### src/rtl/timer_capture.sv
// rtl/timer_capture.sv - capture path for one timer capture/compare channel
// Selects a source, synchronises it, qualifies edges and latches TAxR into CaptureValue.
module timer_capture #(
  parameter int SYNC_STAGES = 2
) (
  input  logic        MCLK,
  input  logic        reset,
  input  logic        TimerTick,
  input  logic [15:0] TAxRcurrent,
  input  logic        CAP,
  input  logic [1:0]  CM,
  input  logic [1:0]  CCIS,
  input  logic        SCS,
  input  logic        EQUn,
  input  logic        CCIFGcur,
  input  logic        CCInA,
  input  logic        CCInB,
  output logic [15:0] CaptureValue,
  output logic        CapValid,
  output logic        COVset,
  output logic        CCIout,
  output logic        SCCIout
);

  typedef enum logic {
    IDLE    = 1'b0,
    PENDING = 1'b1
  } state_t;

  state_t                 state_q, state_d;
  logic [SYNC_STAGES-1:0] sync_q, sync_d;
  logic                   cci_dly_q, cci_dly_d;
  logic                   event_q, event_d;
  logic                   scci_q, scci_d;
  logic [15:0]            cap_value_q, cap_value_d;
  logic                   cap_valid_q, cap_valid_d;
  logic                   cov_q, cov_d;

  logic cci_mux;
  logic cci_s;
  logic rise;
  logic fall;
  logic do_capture;

  // Muxing ahead of the synchroniser makes a CCIS switch look like an input edge.
  always_comb begin
    cci_mux = 1'b0;
    case (CCIS)
      2'b00:   cci_mux = CCInA;
      2'b01:   cci_mux = CCInB;
      2'b10:   cci_mux = 1'b0;
      default: cci_mux = 1'b1;
    endcase
  end

  assign cci_s = sync_q[SYNC_STAGES-1];
  assign rise  = cci_s & ~cci_dly_q;
  assign fall  = ~cci_s & cci_dly_q;

  always_comb begin
    sync_d    = {sync_q[SYNC_STAGES-2:0], cci_mux};
    cci_dly_d = cci_s;
    event_d   = CAP & ((CM[0] & rise) | (CM[1] & fall));
    scci_d    = EQUn ? cci_s : scci_q;
  end

  always_comb begin
    state_d     = state_q;
    cap_value_d = cap_value_q;
    cap_valid_d = 1'b0;
    cov_d       = 1'b0;
    do_capture  = 1'b0;
    if (!CAP) begin
      state_d = IDLE;
    end else begin
      case (state_q)
        IDLE: begin
          if (event_q) begin
            if (!SCS || TimerTick) begin
              do_capture = 1'b1;
            end else begin
              state_d = PENDING;
            end
          end
        end
        PENDING: begin
          // A further event before the tick is an overflow; still one capture.
          if (event_q) begin
            cov_d = 1'b1;
          end
          if (TimerTick) begin
            do_capture = 1'b1;
            state_d    = IDLE;
          end
        end
        default: state_d = IDLE;
      endcase
    end
    if (do_capture) begin
      cap_value_d = TAxRcurrent;
      cap_valid_d = 1'b1;
      if (CCIFGcur) begin
        cov_d = 1'b1;
      end
    end
  end

  always_ff @(posedge MCLK or posedge reset) begin
    if (reset) begin
      state_q     <= IDLE;
      sync_q      <= '0;
      cci_dly_q   <= 1'b0;
      event_q     <= 1'b0;
      scci_q      <= 1'b0;
      cap_value_q <= 16'h0000;
      cap_valid_q <= 1'b0;
      cov_q       <= 1'b0;
    end else begin
      state_q     <= state_d;
      sync_q      <= sync_d;
      cci_dly_q   <= cci_dly_d;
      event_q     <= event_d;
      scci_q      <= scci_d;
      cap_value_q <= cap_value_d;
      cap_valid_q <= cap_valid_d;
      cov_q       <= cov_d;
    end
  end

  assign CaptureValue = cap_value_q;
  assign CapValid     = cap_valid_q;
  assign COVset       = cov_q;
  assign CCIout       = cci_s;
  assign SCCIout      = scci_q;

endmodule

### config.mk
export PLATFORM = sky130hd
export DESIGN_NAME = timer_capture
export DESIGN_NICKNAME = d
export VERILOG_FILES = /design/src/rtl/timer_capture.sv
export SDC_FILE = /design/constraint.sdc
export NUM_CORES = 1
export LEC_CHECK = 0
export ABC_AREA = 1
export BUFFER_PORTS_ARGS = -buffer_cell sky130_fd_sc_hd__buf_4
export CAP_MARGIN = 20
export CORE_MARGIN = 4
export CORE_UTILIZATION = 47
export DETAILED_ROUTE_END_ITERATION = 10
export PLACE_DENSITY = 0.8
export SYNTH_ARGS = -nofsm -noshare
export SYNTH_HDL_FRONTEND = slang
export SYNTH_SLANG_ARGS = --single-unit
### constraint.sdc
create_clock -name MCLK -period 2.2 [get_ports MCLK]
set_input_delay 0.44 -clock MCLK [delete_from_list [all_inputs] [get_ports MCLK]]
set_output_delay 0.44 -clock MCLK [all_outputs]
set_load 0.005 [all_outputs]
==> key figures <==
Clocking
  • Clock transition at path regs: 120 ps
  • CTS tree: done
  • Num CTS Buffers: 3
  • Clock root buffer: clkbuf_4
  • Quantity of gates resized following cts: 0
  • Post-CTS Hold Buffers: 0
  • Clk Latency, worst-skew pair: 290 ps
  • Clock Path Buffers: 2
  • Setup bufs post-CTS: 0
  • H-tree Lvls: 1
  • Clk sinks: 24

Final layout
  • Storage element area: 600.6 um^2
  • Fin cells: 178
  • Share of layout cells above drive strength 1: 0.3841
  • Area Growth Syn to Fin: 42.15%
  • # diodes: 0
  • Fin util: 0.6990
  • Fin nets: 181
  • Fin area: 1371 um^2
  • Multi-input logic area: roughly 310 um^2
  • FILL cells: 164

Floorplan
  • Die width: between 50 and 60 um
  • Die area: 2841 um^2
  • Row cnt: 16
  • Ports: 49
  • Initial core utilization: 0.4917
  • Die Ht: 53.31 um
  • Core Area: 1962 um^2

Place
  • # placed instances: 174
  • Gpl congestion: 0.7666
  • Port buffer count: 48
  • Pre-CTS WS: a little over 700 ps
  • DPL Wire Length: around 1800 um
  • Placed cell areas: approximately 1300 um^2

STA
  • Slew headroom: 0.4182
  • Peak Freq: 0.7528 GHz
  • Fin Clk Skew: 2.618 ps
  • Final setup vio count: 0
  • Worst-Margin Slew: 871.7 ps
  • Final worst setup slack: 871.7 ps
  • Period utilization: 0.6038
  • WHS: 311.9 ps
  • Setup TNS: 0 ps
  • Final hold vios: 0
  • RSZ-0062 raised after global routing: false
  • Minimum clock period: ~1300 ps
  • Max Slew Vio Count: 0

Detailed routing
  • DRT Pass-1 Iters: 4
  • Routed wire length: 2225 um
  • Total number of vias: ~860
  • Via density per instance: 4.837
  • Wire per inst: 12.50 um
  • DRT antenna net count: 0
  • DRC viols: 0
  • Iteration-0 DRC Markers: 19

Power and ir drop
  • Switching part of the total power: 0.2706
  • Cell-internal power: 0.8284 mW
  • Tot Pwr: approximately 1.1 mW
  • Worst VDD drop: 0.0004312 V
  • Comb pwr share: 0.280
  • Leakage Power: 0.7806 nW
  • Power density cells: 828.2 nW/um^2
  • Sequential share of power: 0.530
  • Clock share of power: 0.190
  • NetSw: 0.3073 mW

Critical path
  • Setup crit end kind: output port
  • CP arrival: 890 ps
  • Slowest cell on crit path: dfrtp_1
  • R2r worst-path depth: 6
  • Crit path cell chain: buf_4
  • WP data required: 1760 ps
  • CP top delay family: flip-flops
  • Stages on the worst setup path: 1
  • CP max stage delay: about 440 ps
  • Crit-path max FO: 5
  • Crit path kind: reg2out
  • Startpoint types: flop
  • Worst path buffer plus inverter count: 1

Global route
  • Initial antenna violation count: 0
  • First-pass GRT wire length: 3381 um
  • Gr usage total: 0.1645
  • Vias in the first global route: 787
  • Gr ovfl total: 0
  • Largest net degree at the start of global routing: 25

Synthesis
  • Sequential cell area fraction in the yosys report: 0.6226
  • YS warnings: 0
  • Mapped Cells: around 100
  • Number of flops mapped to enable cells by yosys: 0
  • Syn avg cell area: 9.458 um^2
  • Net Count, Synth: 131
  • Post-synth top flop: dfrtp_1
  • Synth Register Bits: 24
  • Syn Std Cell Area: a little under 1000 um^2
  • Ys async rst share: 1.000
  • Netlist cell types: 14

Run
  • Maxcap violations: 0

Status
  • Status: complete, no violations

Worst hold path
  • Tightest Hold Check Type: in2reg
  • Hold depth: 2
## cell usage after synthesis (2+ instances only)
library cell,number,area (um^2)
nand2_1,38,142.6
inv_1,5,18.77
inv_2,2,7.510
nor2_1,3,11.26
a21oi_1,3,15.01
nand3_1,20,100.1
dfrtp_1,24,600.6
## power groups by stage
stage / Sequential (mW) / Clock (mW) / Combinational, mW
floorplan: 0.609 / 0 / 0.106
global placement: 0.606 / 0 / 0.314
detailed placement: 0.610 / 0 / 0.326
CTS: 0.604 / 0.223 / 0.325
global route: 0.614 / 0.240 / 0.358
finish: 0.602 / 0.215 / 0.318
## path summary, 6_finish.rpt
path | slack, ps | from | end
min | 310 | CCIS[0] | sync_q[0]$_DFF_PP0_
max in group asynchronous | 1350 | reset | CaptureValue[7]$_DFFE_PP0P_
min reg2reg | 390 | sync_q[0]$_DFF_PP0_ | sync_q[1]$_DFF_PP0_
min in group asynchronous | 320 | reset | CapValid$_DFF_PP0_
max | 870 | sync_q[1]$_DFF_PP0_ | CCIout
max reg2reg | 920 | state_q$_DFF_PP0_ | CaptureValue[5]$_DFFE_PP0P_
## area by class of cell
| class | instances | share of cell area |
|---|---|---|
| multi-input combinational | 68 | 0.2290 |
| tap | 27 | 0.02463 |
| timing repair buffer | 48 | 0.2628 |
| sequential | 24 | 0.4380 |
| inverter | 7 | 0.01916 |
| clock buffer | 4 | 0.02646 |
## state kept, by name, summed over array words and instances, names as in the netlist
register and cells:
COVset 1, state_q 1, CapValid 1, event_q 1, cci_dly_q 1, sync_q 2
SCCIout 1, CaptureValue 16
## per-layer routing
| metal | wire, um | GRT usage | vias up | part of all wire |
|---|---|---|---|---|
| met2 | 1068 | 0.2980 | 35 | 0.48 |
| li1 | - | - | 423 | - |
| met3 | 206 | 0.03662 | 0 | 0.093 |
| met5 | 0 | 0 | - | 0 |
| met4 | 0 | 0.02553 | 0 | 0 |
| met1 | 950 | 0.1996 | 403 | 0.43 |
## placed cells by master, fill, tap and decap left out
cell type	n
a21oi_4	1
mux2_2	1
nand2_2	1
inv_1	5
dfrtp_1	24
nand3_1	20
buf_4	48
nor2_1	3
nand2_4	1
clkbuf_8	1
clkbuf_4	3
a21oi_1	3
nand2_1	38
inv_2	2
## cells by family after synthesis
group / count (synthesis) / share of synthesized area
and+or+nand+nor: 63 / 0.2815
buffers and inverters: 10 / 0.05188
muxes: 1 / 0.01167
AOI/OAI and AO/OA: 4 / 0.03243
DFF: 24 / 0.6226
No activity file was read; power rests on OpenSTA's default activity.
